## src/rtl/vga_box_compositor_if.sv

```systemverilog
// Box descriptor bus for vga_box_compositor.
// The master side (display control) drives one descriptor per box plus the
// live background colour; the compositor is the slave and only ever reads.
//   box_en    [NUM_BOXES]      per-box enable
//   box_blink [NUM_BOXES]      per-box blink mode
//   box_x     [NUM_BOXES*10]   centre x, box i at [10i+9:10i]
//   box_y     [NUM_BOXES*9]    centre y, box i at [9i+8:9i]
//   box_half  [NUM_BOXES*8]    half-size, box i at [8i+7:8i]
//   box_color [NUM_BOXES*12]   RGB444, box i at [12i+11:12i]
//   bg_color  [12]             background RGB444, never shadowed
interface vga_box_compositor_if #(
   parameter int NUM_BOXES = 4
);
   logic [NUM_BOXES-1:0]    box_en;
   logic [NUM_BOXES-1:0]    box_blink;
   logic [NUM_BOXES*10-1:0] box_x;
   logic [NUM_BOXES*9-1:0]  box_y;
   logic [NUM_BOXES*8-1:0]  box_half;
   logic [NUM_BOXES*12-1:0] box_color;
   logic [11:0]             bg_color;

   modport master (
      output box_en, box_blink, box_x, box_y, box_half, box_color, bg_color
   );

   modport slave (
      input box_en, box_blink, box_x, box_y, box_half, box_color, bg_color
   );
endinterface

```

## src/rtl/vga_box_compositor.sv

```systemverilog
// VGA timing generator with a fixed-priority multi-box compositor.
// Box descriptors are shadowed once per frame (on the last clock of the frame)
// so a frame is never drawn with a half-updated descriptor set. Colour passes
// through a 2-stage pipeline (hit test, then priority select) and the syncs
// are delayed by the same two clocks.
// Ports:
//   clk_25mHz    pixel clock
//   reset        synchronous, active-high
//   cfg          box descriptor bus (slave)
//   hSync/vSync  active-low syncs, aligned with colour
//   VGA_R/G/B    pixel colour, 0 outside the active region
//   screenEnd    undelayed one-clock pulse on the last clock of each frame
//   frame_cnt    8-bit wrapping frame counter
module vga_box_compositor #(
   parameter int WIDTH       = 640,
   parameter int HEIGHT      = 480,
   parameter int H_FP        = 16,
   parameter int H_SYNC      = 96,
   parameter int H_BP        = 48,
   parameter int V_FP        = 10,
   parameter int V_SYNC      = 2,
   parameter int V_BP        = 33,
   parameter int NUM_BOXES   = 4,
   parameter int BLINK_SHIFT = 4
) (
   input  logic                 clk_25mHz,
   input  logic                 reset,
   vga_box_compositor_if.slave  cfg,
   output logic                 hSync,
   output logic                 vSync,
   output logic [3:0]           VGA_R,
   output logic [3:0]           VGA_G,
   output logic [3:0]           VGA_B,
   output logic                 screenEnd,
   output logic [7:0]           frame_cnt
);
   localparam int H_TOTAL = WIDTH + H_FP + H_SYNC + H_BP;
   localparam int V_TOTAL = HEIGHT + V_FP + V_SYNC + V_BP;

   localparam logic [9:0]  H_LAST = 10'(H_TOTAL - 1);
   localparam logic [9:0]  V_LAST = 10'(V_TOTAL - 1);
   localparam logic [9:0]  W_LIM  = 10'(WIDTH);
   localparam logic [9:0]  V_LIM  = 10'(HEIGHT);
   localparam logic [9:0]  HS_BEG = 10'(WIDTH + H_FP);
   localparam logic [9:0]  HS_END = 10'(WIDTH + H_FP + H_SYNC);
   localparam logic [9:0]  VS_BEG = 10'(HEIGHT + V_FP);
   localparam logic [9:0]  VS_END = 10'(HEIGHT + V_FP + V_SYNC);
   localparam logic [10:0] X_MAX  = 11'(WIDTH - 1);
   localparam logic [10:0] Y_MAX  = 11'(HEIGHT - 1);
   localparam logic [10:0] X_LIM  = 11'(WIDTH);
   localparam logic [10:0] Y_LIM  = 11'(HEIGHT);

   logic [9:0]              h_cnt_q, h_cnt_d, v_cnt_q, v_cnt_d;
   logic [7:0]              frame_cnt_q, frame_cnt_d;
   logic [NUM_BOXES-1:0]    sh_en_q, sh_en_d, sh_blink_q, sh_blink_d;
   logic [NUM_BOXES*10-1:0] sh_x_q, sh_x_d;
   logic [NUM_BOXES*9-1:0]  sh_y_q, sh_y_d;
   logic [NUM_BOXES*8-1:0]  sh_half_q, sh_half_d;
   logic [NUM_BOXES*12-1:0] sh_color_q, sh_color_d;
   logic [NUM_BOXES-1:0]    hit_q, hit_d;
   logic                    act1_q, act1_d, hs1_q, hs1_d, vs1_q, vs1_d;
   logic [11:0]             rgb_q, rgb_d;
   logic                    hs2_q, hs2_d, vs2_q, vs2_d;

   logic                    frame_end;
   logic [11:0]             pix;
   logic [10:0]             h_ext, v_ext;
   logic [10:0]             left [NUM_BOXES];
   logic [10:0]             right [NUM_BOXES];
   logic [10:0]             top [NUM_BOXES];
   logic [10:0]             bottom [NUM_BOXES];
   logic [NUM_BOXES-1:0]    drawable;

   assign h_ext = {1'b0, h_cnt_q};
   assign v_ext = {1'b0, v_cnt_q};

   // Per-box bounds from the shadow copy; 11-bit math so x+half cannot wrap
   // before the clamp to the last visible column/row.
   for (genvar i = 0; i < NUM_BOXES; i++) begin : g_box
      logic [10:0] bx, by, bh, x_sum, y_sum;
      assign bx        = {1'b0, sh_x_q[10*i +: 10]};
      assign by        = {2'b0, sh_y_q[9*i +: 9]};
      assign bh        = {3'b0, sh_half_q[8*i +: 8]};
      assign x_sum     = bx + bh;
      assign y_sum     = by + bh;
      assign left[i]   = (bx >= bh) ? bx - bh : 11'd0;
      assign right[i]  = (x_sum > X_MAX) ? X_MAX : x_sum;
      assign top[i]    = (by >= bh) ? by - bh : 11'd0;
      assign bottom[i] = (y_sum > Y_MAX) ? Y_MAX : y_sum;
      // A centre off-screen disqualifies the box even if its extent overlaps.
      assign drawable[i] = sh_en_q[i] && !(sh_blink_q[i] && frame_cnt_q[BLINK_SHIFT])
                           && (bx < X_LIM) && (by < Y_LIM);
   end

   always_comb begin
      frame_end   = (h_cnt_q == H_LAST) && (v_cnt_q == V_LAST);
      h_cnt_d     = h_cnt_q + 10'd1;
      v_cnt_d     = v_cnt_q;
      frame_cnt_d = frame_cnt_q;
      if (h_cnt_q == H_LAST) begin
         h_cnt_d = 10'd0;
         v_cnt_d = (v_cnt_q == V_LAST) ? 10'd0 : v_cnt_q + 10'd1;
      end
      if (frame_end) frame_cnt_d = frame_cnt_q + 8'd1;

      sh_en_d    = sh_en_q;
      sh_blink_d = sh_blink_q;
      sh_x_d     = sh_x_q;
      sh_y_d     = sh_y_q;
      sh_half_d  = sh_half_q;
      sh_color_d = sh_color_q;
      if (frame_end) begin
         sh_en_d    = cfg.box_en;
         sh_blink_d = cfg.box_blink;
         sh_x_d     = cfg.box_x;
         sh_y_d     = cfg.box_y;
         sh_half_d  = cfg.box_half;
         sh_color_d = cfg.box_color;
      end

      hit_d = '0;
      for (int i = 0; i < NUM_BOXES; i++) begin
         hit_d[i] = drawable[i] && (h_ext >= left[i]) && (h_ext <= right[i])
                    && (v_ext >= top[i]) && (v_ext <= bottom[i]);
      end
      act1_d = (h_cnt_q < W_LIM) && (v_cnt_q < V_LIM);
      hs1_d  = !((h_cnt_q >= HS_BEG) && (h_cnt_q < HS_END));
      vs1_d  = !((v_cnt_q >= VS_BEG) && (v_cnt_q < VS_END));

      // Ascending scan: the last (highest-index) hit overrides earlier ones.
      pix = cfg.bg_color;
      for (int i = 0; i < NUM_BOXES; i++) begin
         if (hit_q[i]) pix = sh_color_q[12*i +: 12];
      end
      rgb_d = act1_q ? pix : 12'h000;
      hs2_d = hs1_q;
      vs2_d = vs1_q;
   end

   always_ff @(posedge clk_25mHz) begin
      if (reset) begin
         h_cnt_q     <= '0;
         v_cnt_q     <= '0;
         frame_cnt_q <= '0;
         sh_en_q     <= '0;
         sh_blink_q  <= '0;
         sh_x_q      <= '0;
         sh_y_q      <= '0;
         sh_half_q   <= '0;
         sh_color_q  <= '0;
         hit_q       <= '0;
         act1_q      <= 1'b0;
         hs1_q       <= 1'b1;
         vs1_q       <= 1'b1;
         rgb_q       <= '0;
         hs2_q       <= 1'b1;
         vs2_q       <= 1'b1;
      end else begin
         h_cnt_q     <= h_cnt_d;
         v_cnt_q     <= v_cnt_d;
         frame_cnt_q <= frame_cnt_d;
         sh_en_q     <= sh_en_d;
         sh_blink_q  <= sh_blink_d;
         sh_x_q      <= sh_x_d;
         sh_y_q      <= sh_y_d;
         sh_half_q   <= sh_half_d;
         sh_color_q  <= sh_color_d;
         hit_q       <= hit_d;
         act1_q      <= act1_d;
         hs1_q       <= hs1_d;
         vs1_q       <= vs1_d;
         rgb_q       <= rgb_d;
         hs2_q       <= hs2_d;
         vs2_q       <= vs2_d;
      end
   end

   assign hSync     = hs2_q;
   assign vSync     = vs2_q;
   assign {VGA_R, VGA_G, VGA_B} = rgb_q;
   assign screenEnd = frame_end;
   assign frame_cnt = frame_cnt_q;
endmodule

```

## src/flat_wrapper.sv

```systemverilog
// flat-port wrapper written by rule: the top's interface ports become plain ports
module vga_box_compositor_flat 
#(
   parameter int WIDTH       = 640,
   parameter int HEIGHT      = 480,
   parameter int H_FP        = 16,
   parameter int H_SYNC      = 96,
   parameter int H_BP        = 48,
   parameter int V_FP        = 10,
   parameter int V_SYNC      = 2,
   parameter int V_BP        = 33,
   parameter int NUM_BOXES   = 4,
   parameter int BLINK_SHIFT = 4
)
  (clk_25mHz, reset, hSync, vSync, VGA_R, VGA_G, VGA_B, screenEnd, frame_cnt, cfg_box_en, cfg_box_blink, cfg_box_x, cfg_box_y, cfg_box_half, cfg_box_color, cfg_bg_color);
  vga_box_compositor_if #(.NUM_BOXES(NUM_BOXES)) cfg_i ();
  input  logic clk_25mHz;
  input  logic reset;
  output logic hSync;
  output logic vSync;
  output logic [3:0] VGA_R;
  output logic [3:0] VGA_G;
  output logic [3:0] VGA_B;
  output logic screenEnd;
  output logic [7:0] frame_cnt;
  input wire logic [$bits(cfg_i.box_en)-1:0] cfg_box_en;
  input wire logic [$bits(cfg_i.box_blink)-1:0] cfg_box_blink;
  input wire logic [$bits(cfg_i.box_x)-1:0] cfg_box_x;
  input wire logic [$bits(cfg_i.box_y)-1:0] cfg_box_y;
  input wire logic [$bits(cfg_i.box_half)-1:0] cfg_box_half;
  input wire logic [$bits(cfg_i.box_color)-1:0] cfg_box_color;
  input wire logic [$bits(cfg_i.bg_color)-1:0] cfg_bg_color;
  assign cfg_i.box_en = cfg_box_en;
  assign cfg_i.box_blink = cfg_box_blink;
  assign cfg_i.box_x = cfg_box_x;
  assign cfg_i.box_y = cfg_box_y;
  assign cfg_i.box_half = cfg_box_half;
  assign cfg_i.box_color = cfg_box_color;
  assign cfg_i.bg_color = cfg_bg_color;
  vga_box_compositor #(.WIDTH(WIDTH), .HEIGHT(HEIGHT), .H_FP(H_FP), .H_SYNC(H_SYNC), .H_BP(H_BP), .V_FP(V_FP), .V_SYNC(V_SYNC), .V_BP(V_BP), .NUM_BOXES(NUM_BOXES), .BLINK_SHIFT(BLINK_SHIFT)) u_core (.clk_25mHz(clk_25mHz), .reset(reset), .cfg(cfg_i), .hSync(hSync), .vSync(vSync), .VGA_R(VGA_R), .VGA_G(VGA_G), .VGA_B(VGA_B), .screenEnd(screenEnd), .frame_cnt(frame_cnt));
endmodule
```

## config.mk

```make
export PLATFORM = sky130hd
export DESIGN_NAME = vga_box_compositor_flat
export DESIGN_NICKNAME = d
export VERILOG_FILES = /design/src/rtl/vga_box_compositor_if.sv /design/src/rtl/vga_box_compositor.sv /design/src/flat_wrapper.sv
export SDC_FILE = /design/constraint.sdc
export NUM_CORES = 1
export LEC_CHECK = 0
export ABC_AREA = 1
export CAP_MARGIN = 15
export CORE_AREA = 3 3 209 211
export CTS_CLUSTER_DIAMETER = 150
export DETAILED_ROUTE_END_ITERATION = 8
export DIE_AREA = 0 0 212 214
export DONT_BUFFER_PORTS = 1
export PLACE_DENSITY = 0.59
export REMOVE_ABC_BUFFERS = 1
export SLEW_MARGIN = 40
export SYNTH_ARGS = -nofsm -noshare
export SYNTH_HDL_FRONTEND = slang
export SYNTH_SLANG_ARGS = --single-unit
```

## constraint.sdc

```tcl
create_clock -name clk_25mHz -period 4 [get_ports clk_25mHz]
set_input_delay 1.2 -clock clk_25mHz [delete_from_list [all_inputs] [get_ports clk_25mHz]]
set_output_delay 1.2 -clock clk_25mHz [all_outputs]
set_load 0.01 [all_outputs]
```

==> impl_metrics.json <==
{
  "cts_resized": 0,
  "fin_skew_ns": 0.0230,
  "worst_pin_slew_ns": 0.808,
  "maxSlewViolCount": 0,
  "ys_seq_area_share_pct": 22.8,
  "final-setup-viol-count": 0,
  "worst_setup_hold_path_clk_slew_ns": 0.07,
  "grt_pass1_vias": 17400,
  "leakagePower_nw": 10.6,
  "grt-ovfl-total": 0,
  "num_vias": 18100,
  "grt_max_degree": 122,
  "synth_top_family_by_area": "simple AND/OR/NAND/NOR gates",
  "cts-buffers-inserted": 26,
  "synth_seq_cells": 213,
  "synth_fa_ha_area_share_pct": 21.5,
  "finalWirelength_mm": 57.7,
  "max_cap_violations": 0,
  "viasPerCell": 5.51,
  "holdBufCountCts": 0,
  "cts_tree": "done",
  "grt_pass1_wl_mm": 91.6,
  "cts.sinks": 213,
  "period_minus_slack_ns": 3.81,
  "rows": 75,
  "end_kind": "output pin",
  "synth_most_common_cell": "nor2_1",
  "synth.avg_cell_area_um2": 6.78,
  "stdcell_area_um2": 20000,
  "antenna_found_initial": 4,
  "die_y_um": 214,
  "max_stage_delay_ns": 0.48,
  "crit_type": "reg2out",
  "clock_path_buffers": 3,
  "critical_path.slowest_cell": "inv_1",
  "cp.arrival_ns": 2.61,
  "hold_path_class": "reg2reg",
  "firstDrtPassIters": 7,
  "ys_async_sr_fraction_pct": 0,
  "synth_top_cell_area_share_pct": 22.8,
  "drive_gt1_share_pct": 3.80,
  "gp_congestion": 0.918,
  "synth_warnings": 0,
  "critical_path.startpoint_type": "register",
  "finalNonFillerCells": 3277,
  "holdWs_ns": 0.467,
  "netlist_instances": 2765,
  "numPortBuffers": 0,
  "place_area_um2": 19200,
  "hold_viol": 0,
  "drc_errors": 0,
  "synth_enable_flop_cells": 0,
  "status": "finished, final reports clean",
  "regToRegSetupSlack_ns": 0.36,
  "clk_latency_ns": 0.57,
  "peakVddDrop_mv": 0.346,
  "rsz0062_at_grt": "false",
  "dpl.hpwl_mm": 44.2,
  "powerDensity_nw_per_um2": 239,
  "drt_iter0_markers": 1215,
  "area_growth_pct": 7.00,
  "maxSlewHeadroom_pct": 46.1,
  "synth_common_cells": "nor2_1, nand2_1, ha_1",
  "nFillCells": 4322,
  "nets": 3211,
  "die_width_um": 212,
  "yosysUniqueCellTypes": 48,
  "cts_root_buf": "clkbuf_16",
  "avgRoutedWirePerCell_um": 17.6,
  "worstPathRequired_ns": 2.80,
  "path_cells": "inv_1 -> ha_1 -> nand2_1 -> nor3_2 -> nand3_2 -> nor2_2 -> buf_4",
  "post-route-period-util_pct": 95.2,
  "cp_max_fo": 12,
  "syn-cell-area_um2": 18700,
  "grt_usage_pct": 24.7,
  "core_area_um2": 41900,
  "ctsHtreeMaxLevel": 1,
  "synth_mux_area_share_pct": 0.648,
  "ios": 201,
  "regArea_um2": 4270,
  "initial_core_util_pct": 44.7,
  "synth_compound_area_share_pct": 17.5,
  "antenna_left": 0,
  "dieArea_um2": 45400,
  "synth_area_leaders": "dfxtp_1, ha_1, nor2_1, nand2_1, o21ai_0",
  "synth_largest_area_cell": "dfxtp_1",
  "synthXorXnorAreaFrac_pct": 2.71,
  "dp_cells": 3231,
  "dominantRegCellSynth": "dfxtp_1",
  "fmax_mhz": 263,
  "multi_input_area_um2": 12900,
  "synth_simple_gate_area_share_pct": 26.3,
  "cts_setup_buffers": 0
}
[stage by stage]
step	utilization, %	setup TNS (ns)	total power [W]	setup WS, ns
6_report	47.8	0	0.00479	0.190
5_1_grt	47.8	0	0.00498	0.0784
4_1_cts	47.8	0	0.00487	0.174
3_5_place_dp	45.7	0	0.00237	0.472
3_3_place_gp	45.7	0	0.00237	0.493
2_1_floorplan	-	-23.85	0.00232	-0.489
[path summary, 6_finish.rpt]
path,from,endpoint,depth (start not counted)
max,u_core.v_cnt_q[0]$_SDFFE_PP0P_,screenEnd,7
min,u_core.h_cnt_q[0]$_SDFF_PP0_,u_core.h_cnt_q[0]$_SDFF_PP0_,1
min reg2reg,u_core.h_cnt_q[0]$_SDFF_PP0_,u_core.h_cnt_q[0]$_SDFF_PP0_,1
max reg2reg,u_core.sh_half_q[9]$_SDFFE_PP0P_,u_core.hit_q[1]$_SDFF_PP0_,16
[layout make-up]
cell class / instances / share of cell area, %
flip-flops and latches: 213 / 21.3
diodes: 1 / 0.0125
multi-input cells: 2158 / 64.3
inverters: 296 / 5.57
well taps: 539 / 3.36
clock buffers: 36 / 3.58
repair buffers: 25 / 1.06
clock inverters: 9 / 0.793
[metal layers]
| layer | share of wire, % | wire length (um) | global-route usage [%] | vias to the layer above |
|---|---|---|---|---|
| li1 | - | - | - | 9151 |
| met1 | 46 | 26700 | 33.4 | 8346 |
| met2 | 45 | 26100 | 40.8 | 480 |
| met3 | 6.1 | 3550 | 4.80 | 85 |
| met4 | 2.4 | 1410 | 5.47 | 4 |
| met5 | 0.024 | 14 | 0 | - |
[report_power, final]
| part | internal (W) | switching, W |
|---|---|---|
| clock network | 0.00150 | 0.000963 |
| logic | 0.0000715 | 0.000117 |
| registers | 0.00213 | 0.00000633 |
| total | 0.00370 | 0.00109 |
[critical path: cells and delay by family, from the launching register on]
family	cells	cell delay, ns
buffers and inverters	2	0.73
adder cells (fa/ha/maj)	1	0.26
AND/OR/NAND/NOR	4	0.70
flip-flops	1	0.34
[cell families (layout without fill, tap and decap cells)]
| group | after synthesis | count (layout) |
|---|---|---|
| and+or+nand+nor | 1154 | 1154 |
| AOI/OAI and AO/OA | 617 | 617 |
| buffers and inverters | 397 | 366 |
| adders and majority gates | 313 | 313 |
| DFF | 213 | 213 |
| xor gates and xnor gates | 58 | 58 |
| muxes | 12 | 12 |
| other | 1 | 5 |
[sequential cells by signal, summed over array words and instances, names as in the netlist]
name	flops
u_core.act1_q	1
u_core.frame_cnt	8
u_core.hSync	1
u_core.h_cnt_q	10
u_core.hit_q	4
u_core.hs1_q	1
u_core.rgb_q	12
u_core.sh_blink_q	4
u_core.sh_color_q	48
u_core.sh_en_q	4
u_core.sh_half_q	32
u_core.sh_x_q	40
u_core.sh_y_q	36
u_core.vSync	1
u_core.v_cnt_q	10
u_core.vs1_q	1
[cell usage in the layout, fill, tap and decap left out, drive strengths merged, types with 6 or more instances in the layout]
| cell type | n |
|---|---|
| clkbuf | 36 |
| mux2i | 11 |
| buf | 25 |
| nand3b | 13 |
| nor2 | 435 |
| a21o | 19 |
| nand4 | 57 |
| xor2 | 49 |
| or2 | 17 |
| ha | 297 |
| a31oi | 19 |
| inv | 294 |
| o21bai | 14 |
| nor3 | 42 |
| dfxtp | 213 |
| fa | 16 |
| a21oi | 253 |
| o21a | 13 |
| nand2 | 402 |
| nand3 | 167 |
| clkinv | 6 |
| o21ai | 282 |
| xnor2 | 9 |
| nor4 | 10 |
No activity file was read; power rests on OpenSTA's default activity.
